`config.mk`:
```
export PLATFORM = sky130hd
export DESIGN_NAME = ten_thirty
export DESIGN_NICKNAME = d
export VERILOG_FILES = /design/src/rtl/ten_thirty.sv
export SDC_FILE = /design/constraint.sdc
export NUM_CORES = 1
export LEC_CHECK = 0
export BUFFER_PORTS_ARGS = -buffer_cell sky130_fd_sc_hd__buf_2
export CAP_MARGIN = 15
export CORE_MARGIN = 4
export CORE_UTILIZATION = 50
export CTS_CLUSTER_DIAMETER = 50
export DETAILED_ROUTE_END_ITERATION = 12
export GPL_ROUTABILITY_DRIVEN = 0
export GPL_TIMING_DRIVEN = 0
export HOLD_SLACK_MARGIN = 0.08
export PLACE_DENSITY = 0.68
export REMOVE_ABC_BUFFERS = 1
export SLEW_MARGIN = 5
export SYNTH_ARGS = -nofsm -noshare
export SYNTH_HDL_FRONTEND = slang
export SYNTH_SLANG_ARGS = --single-unit
```
`constraint.sdc`:
```
create_clock -name clk -period 6.6 [get_ports clk]
set_clock_uncertainty 0.2 [all_clocks]
set_input_delay 0.99 -clock clk [delete_from_list [all_inputs] [get_ports clk]]
set_output_delay 0.99 -clock clk [all_outputs]
set_load 0.02 [all_outputs]
```
`src/rtl/ten_thirty.sv`:
```
// "Ten and a half" card game controller: player vs dealer on a fixed 16-card deck,
// two buttons sampled on a divided tick, two scanned 4-digit displays and result LEDs.
module ten_thirty #(
  parameter int unsigned DIV_BIT  = 4,
  parameter int unsigned SCAN_BIT = 16
) (
  input  logic       clk,
  input  logic       rst_n,
  input  logic       btn_m,
  input  logic       btn_r,
  output logic [7:0] seg7_sel,
  output logic [7:0] seg7,
  output logic [7:0] seg7_l,
  output logic [2:0] led
);

  typedef enum logic [1:0] {StIdle, StPlayer, StDealer, StDone} state_e;

  localparam logic [2:0] ResPlayer = 3'b001;
  localparam logic [2:0] ResDealer = 3'b010;
  localparam logic [2:0] ResTie    = 3'b100;

  state_e      state_q, state_d;
  logic [24:0] counter_q, counter_d;
  logic        prev_m_q, prev_m_d, prev_r_q, prev_r_d;
  logic [3:0]  ptr_q, ptr_d;
  logic [5:0]  p_tot_q, p_tot_d, d_tot_q, d_tot_d;
  logic [2:0]  p_cnt_q, p_cnt_d, d_cnt_q, d_cnt_d;
  logic [2:0]  result_q, result_d;
  logic [7:0]  sel_q, sel_d, seg_p_q, seg_p_d, seg_d_q, seg_d_d;

  logic        tick, hit, stand;
  logic [1:0]  scan_idx;
  logic [5:0]  card0, card1, p_sum, d_sum;

  function automatic logic [3:0] rank_of(input logic [3:0] idx);
    logic [3:0] r;
    case (idx)
      4'd0:    r = 4'd1;
      4'd1:    r = 4'd5;
      4'd2:    r = 4'd11;
      4'd3:    r = 4'd3;
      4'd4:    r = 4'd10;
      4'd5:    r = 4'd13;
      4'd6:    r = 4'd2;
      4'd7:    r = 4'd7;
      4'd8:    r = 4'd12;
      4'd9:    r = 4'd4;
      4'd10:   r = 4'd6;
      4'd11:   r = 4'd9;
      4'd12:   r = 4'd8;
      4'd13:   r = 4'd1;
      4'd14:   r = 4'd10;
      default: r = 4'd3;
    endcase
    return r;
  endfunction

  // Values are in half-units: face cards count as one half.
  function automatic logic [5:0] card_val(input logic [3:0] rank);
    return (rank > 4'd10) ? 6'd1 : {1'b0, rank, 1'b0};
  endfunction

  function automatic logic [2:0] compare(input logic [5:0] p, input logic [5:0] d);
    if (p > d) return ResPlayer;
    else if (d > p) return ResDealer;
    else return ResTie;
  endfunction

  function automatic logic [6:0] font(input logic [4:0] d);
    logic [6:0] s;
    case (d)
      5'd0:    s = 7'h3f;
      5'd1:    s = 7'h06;
      5'd2:    s = 7'h5b;
      5'd3:    s = 7'h4f;
      5'd4:    s = 7'h66;
      5'd5:    s = 7'h6d;
      5'd6:    s = 7'h7d;
      5'd7:    s = 7'h07;
      5'd8:    s = 7'h7f;
      5'd9:    s = 7'h6f;
      default: s = 7'h00;
    endcase
    return s;
  endfunction

  function automatic logic [7:0] digit(input logic idle, input logic [2:0] cnt,
                                       input logic [5:0] tot, input logic [1:0] idx);
    logic [4:0] whole, tens, rem;
    logic [7:0] res;
    whole = tot[5:1];
    if (whole >= 5'd20) begin
      tens = 5'd2;
      rem  = whole - 5'd20;
    end else if (whole >= 5'd10) begin
      tens = 5'd1;
      rem  = whole - 5'd10;
    end else begin
      tens = 5'd0;
      rem  = whole;
    end
    case (idx)
      2'd3:    res = {1'b0, font({2'b00, cnt})};
      2'd2:    res = 8'h00;
      2'd1:    res = (tens == 5'd0) ? 8'h00 : {1'b0, font(tens)};
      default: res = {tot[0], font(rem)};
    endcase
    return idle ? 8'h00 : res;
  endfunction

  assign tick     = &counter_q[DIV_BIT:0];
  assign scan_idx = counter_q[SCAN_BIT+1:SCAN_BIT];
  // A simultaneous stand edge is dropped in favour of the hit.
  assign hit      = tick & btn_m & ~prev_m_q;
  assign stand    = tick & btn_r & ~prev_r_q & ~hit;

  assign card0 = card_val(rank_of(ptr_q));
  assign card1 = card_val(rank_of(ptr_q + 4'd1));
  assign p_sum = p_tot_q + card0;
  assign d_sum = d_tot_q + card0;

  always_ff @(posedge clk or posedge rst_n) begin
    if (rst_n) begin
      state_q   <= StIdle;
      counter_q <= '0;
      prev_m_q  <= 1'b0;
      prev_r_q  <= 1'b0;
      ptr_q     <= '0;
      p_tot_q   <= '0;
      d_tot_q   <= '0;
      p_cnt_q   <= '0;
      d_cnt_q   <= '0;
      result_q  <= '0;
      sel_q     <= '0;
      seg_p_q   <= '0;
      seg_d_q   <= '0;
    end else begin
      state_q   <= state_d;
      counter_q <= counter_d;
      prev_m_q  <= prev_m_d;
      prev_r_q  <= prev_r_d;
      ptr_q     <= ptr_d;
      p_tot_q   <= p_tot_d;
      d_tot_q   <= d_tot_d;
      p_cnt_q   <= p_cnt_d;
      d_cnt_q   <= d_cnt_d;
      result_q  <= result_d;
      sel_q     <= sel_d;
      seg_p_q   <= seg_p_d;
      seg_d_q   <= seg_d_d;
    end
  end

  always_comb begin
    state_d   = state_q;
    counter_d = counter_q + 25'd1;
    prev_m_d  = tick ? btn_m : prev_m_q;
    prev_r_d  = tick ? btn_r : prev_r_q;
    ptr_d     = ptr_q;
    p_tot_d   = p_tot_q;
    d_tot_d   = d_tot_q;
    p_cnt_d   = p_cnt_q;
    d_cnt_d   = d_cnt_q;
    result_d  = result_q;
    unique case (state_q)
      StIdle, StDone: begin
        if (hit) begin
          p_tot_d  = card0;
          p_cnt_d  = 3'd1;
          d_tot_d  = '0;
          d_cnt_d  = '0;
          ptr_d    = ptr_q + 4'd1;
          result_d = '0;
          state_d  = StPlayer;
        end
      end
      StPlayer: begin
        if (hit) begin
          p_tot_d = p_sum;
          p_cnt_d = p_cnt_q + 3'd1;
          ptr_d   = ptr_q + 4'd1;
          if (p_sum > 6'd21) begin
            result_d = ResDealer;
            state_d  = StDone;
          end else if (p_cnt_q == 3'd4) begin
            // Fifth card stands automatically: the next deck card goes to the dealer.
            d_tot_d = card1;
            d_cnt_d = 3'd1;
            ptr_d   = ptr_q + 4'd2;
            state_d = StDealer;
          end
        end else if (stand) begin
          d_tot_d = d_sum;
          d_cnt_d = d_cnt_q + 3'd1;
          ptr_d   = ptr_q + 4'd1;
          state_d = StDealer;
        end
      end
      StDealer: begin
        if (hit) begin
          d_tot_d = d_sum;
          d_cnt_d = d_cnt_q + 3'd1;
          ptr_d   = ptr_q + 4'd1;
          if (d_sum > 6'd21) begin
            result_d = ResPlayer;
            state_d  = StDone;
          end else if (d_cnt_q == 3'd4) begin
            result_d = compare(p_tot_q, d_sum);
            state_d  = StDone;
          end
        end else if (stand) begin
          result_d = compare(p_tot_q, d_tot_q);
          state_d  = StDone;
        end
      end
      default: state_d = StIdle;
    endcase
  end

  always_comb begin
    led     = (state_q == StDone) ? result_q : 3'b000;
    sel_d   = {4'b0001 << scan_idx, 4'b0001 << scan_idx};
    seg_p_d = digit(state_q == StIdle, p_cnt_q, p_tot_q, scan_idx);
    seg_d_d = digit(state_q == StIdle, d_cnt_q, d_tot_q, scan_idx);
  end

  assign seg7_sel = sel_q;
  assign seg7     = seg_p_q;
  assign seg7_l   = seg_d_q;

endmodule

```
==> flow_summary.ini <==
[floorplanning]
start_util_pct = 51.82
pin_count = 31
die-height_um = 112.1
dieArea_um2 = 12570
fp.dieW_um = 112.1
core_um2 = 10460
rows = 37

[clock_tree]
clock_sinks = 67
clockRootBuffer = clkbuf_8
cts_buffers = 9
post_cts_resized = 0
postCtsSetupBuffers = 0
clk_pin_slew_ns = 0.09
cts_max_path_buffers = 2
clock_latency_ns = 0.35
htree_levels = 3
cts_hold_buf = 0
cts_tree = yes

[pwr]
p_per_area_nw_per_um2 = 256.7
vdd_drop_max_mv = 0.2100
p_leak_nw = 2.651

[sta]
max_freq_ghz = 0.1898
period_minus_slack_ns = 5.269
hold_violations = 0
setup-tns-final_ns = 0
slew_headroom_pct = 26.93
slew_violations = 0
setup_viol = 0
rsz0062_at_grt = false
post-route-period-util_pct = 79.83
fin_ws_ns = 1.331
tightest_slew_ns = 1.094

[drt]
drc_errors = 0
ant_nets = 0
wl_per_cell_um = 16.38
drt_iter0_markers = 325
drt_pass1_iterations = 5
viasPerCell = 5.915
drt-total-wl_mm = 12.75
route.vias.total = 4602

[global_routing]
grt_first_pass_wirelength_mm = 21.85
grt_antenna_before_repair = 0
grt_max_degree = 68
grt_pass1_vias = 4532
grt-ovfl-total = 0
track_usage_pct = 20.92

[synth]
synth-async-reset-ratio_pct = 100.0
synth.most_common_cell = dfrtp_1
synth_cell_types = 74
synth_area_um2 = 5421
yosysSeqAreaShare_pct = 30.93
synthMuxAreaShare_pct = 3.254
syn_avg_cell_area_um2 = 8.744
synth_xor_area_share_pct = 5.008
yosys.area.top_type_share_pct = 30.93
synth_compound_area_share_pct = 22.25
ys_seq_elements = 67
yosysTopAreaCell = dfrtp_1
synth_top_family_by_area = compound AO/OA/AOI/OAI gates
synth_edf_count = 0
yosys.area_share.simple_pct = 17.91
synth_area_leaders = dfrtp_1 (31%), ha_1 (14%), nand2_1 (4.2%), o21ai_0 (4.1%), xnor2_1 (3.6%)
synth_top_cells_by_count = dfrtp_1 (67), ha_1 (62), nand2_1 (60), inv_1 (48), o21ai_0 (44)
syn_inst = 620
synth_fa_ha_area_share_pct = 15.05
yosysWarnings = 0
synth_ff_type = dfrtp_1

[layout]
stdcell_count = 778
fillCellCount = 959
drive_gt1_share_pct = 10.44
layout.nets = 705
area_growth_pct = 7.685
diodes = 0

[placed_design]
io_buffers = 30
post-place-ws_ns = 1.351
dp_hpwl_mm = 9.427
placed_cells = 762

[worst_setup_path]
crit_fanout = 14
worstSetupEndpointType = flip-flop
start_kind = flip-flop
required_ns = 6.70
cp_data_arrival_time_ns = 5.37
crit_type = reg2reg

[run]
cap_violations = 0

[min_path]
hold_path.class = reg2reg

[status]
status = finished clean
power by group:
group,internal (mW),switching (mW),leakage (nW),total [mW]
registers,0.472,0.0403,0.835,0.512
clock network,0.197,0.174,0.106,0.371
logic,0.211,0.405,1.71,0.616
total,0.879,0.619,2.65,1.50
per-stage QoR:
| step | cell area [µm²] | total power, mW | util (%) | hold WS (ns) |
|---|---|---|---|---|
| 2_1_floorplan | 5304 | 0.9563 | - | 0.2357 |
| 3_3_place_gp | 5624 | 1.116 | 53.76 | 0.2530 |
| 3_5_place_dp | 5627 | 1.128 | 53.78 | 0.2579 |
| 4_1_cts | 5838 | 1.505 | 55.80 | 0.2728 |
| 5_1_grt | 5838 | 1.614 | 55.80 | 0.2845 |
| 6_report | 5838 | 1.499 | 55.80 | 0.2646 |
flip-flops by register name (all words and copies together), names as in the netlist:
signal and cells:
counter_q 18, result_q 3, state_q 2, p_tot_q 6, prev_m_q 1, d_tot_q 6
d_cnt_q 3, seg7_sel 4, seg7 8, prev_r_q 1, seg7_l 8, p_cnt_q 3
ptr_q 4
worst max-delay path, stage by stage, from the launching register on:
cell and delay (ns):
dfrtp_1 0.62, inv_1 0.22, ha_1 0.38, inv_1 0.09
mux4_2 0.48, and2_1 0.22, or2_2 0.32, inv_1 0.14
ha_1 0.26, a211oi_1 0.36, nor4b_1 0.12, or3b_4 0.41
ha_1 0.31, o21a_1 0.14, o221ai_1 0.12, or3_4 0.37
o31ai_2 0.25, a41o_1 0.19
kinds of logic (layout without fill, tap and decap cells):
group | after synthesis | in the layout
muxes | 16 | 16
AOI/OAI and AO/OA | 178 | 178
buffers and inverters | 73 | 95
and+or+nand+nor | 191 | 191
xor gates and xnor gates | 31 | 31
DFF | 67 | 67
adders and majority gates | 64 | 64
area by class of cell:
cell class	instances	area, µm²	share of cell area (%)
Timing Repair Buffer	30	150.1	2.572
Inverter	49	188.9	3.236
Sequential cell	67	1677	28.72
Multi-Input combinational cell	480	3441	58.94
Clock buffer	11	151.4	2.593
Clock inverter	5	60.06	1.029
Tap cell	136	170.2	2.915
cell usage in the layout (no fill, tap or decap), drive strengths merged, types with 5 or more instances in the layout:
cell and count:
nor3 5, o211ai 7, nand3 13, nand2 60
dfrtp 67, o31ai 9, nand2b 18, a21oi 40
ha 62, inv 50, and2 6, and3 6
o21a 7, buf 30, nor2 42, a311o 5
mux2i 12, a31oi 6, xnor2 22, o221ai 6
nor2b 12, clkbuf 11, nand3b 5, a211oi 8
o21ai 45, xor2 9
path summary, 6_finish.rpt:
path	to	startpoint	cells after the start	slack, ns
min in group asynchronous	result_q[2]	rst_n	2	0.60
min	counter_q[8]	counter_q[8]	1	0.26
max in group asynchronous	seg7[2]	rst_n	2	5.05
max	result_q[2]	ptr_q[0]	17	1.33
min reg2reg	counter_q[8]	counter_q[8]	1	0.26
max reg2reg	result_q[2]	ptr_q[0]	17	1.33
metal layers:
metal	global-route usage, %	vias up	routed length, µm	part of all wire (%)
li1	-	2245	-	-
met4	7.532	0	335	2.6
met2	33.41	142	5875	46
met1	27.87	2182	5784	45
met3	4.798	33	751	5.9
met5	0	-	0	0
Note: power is estimated with default switching activity, not from simulation.
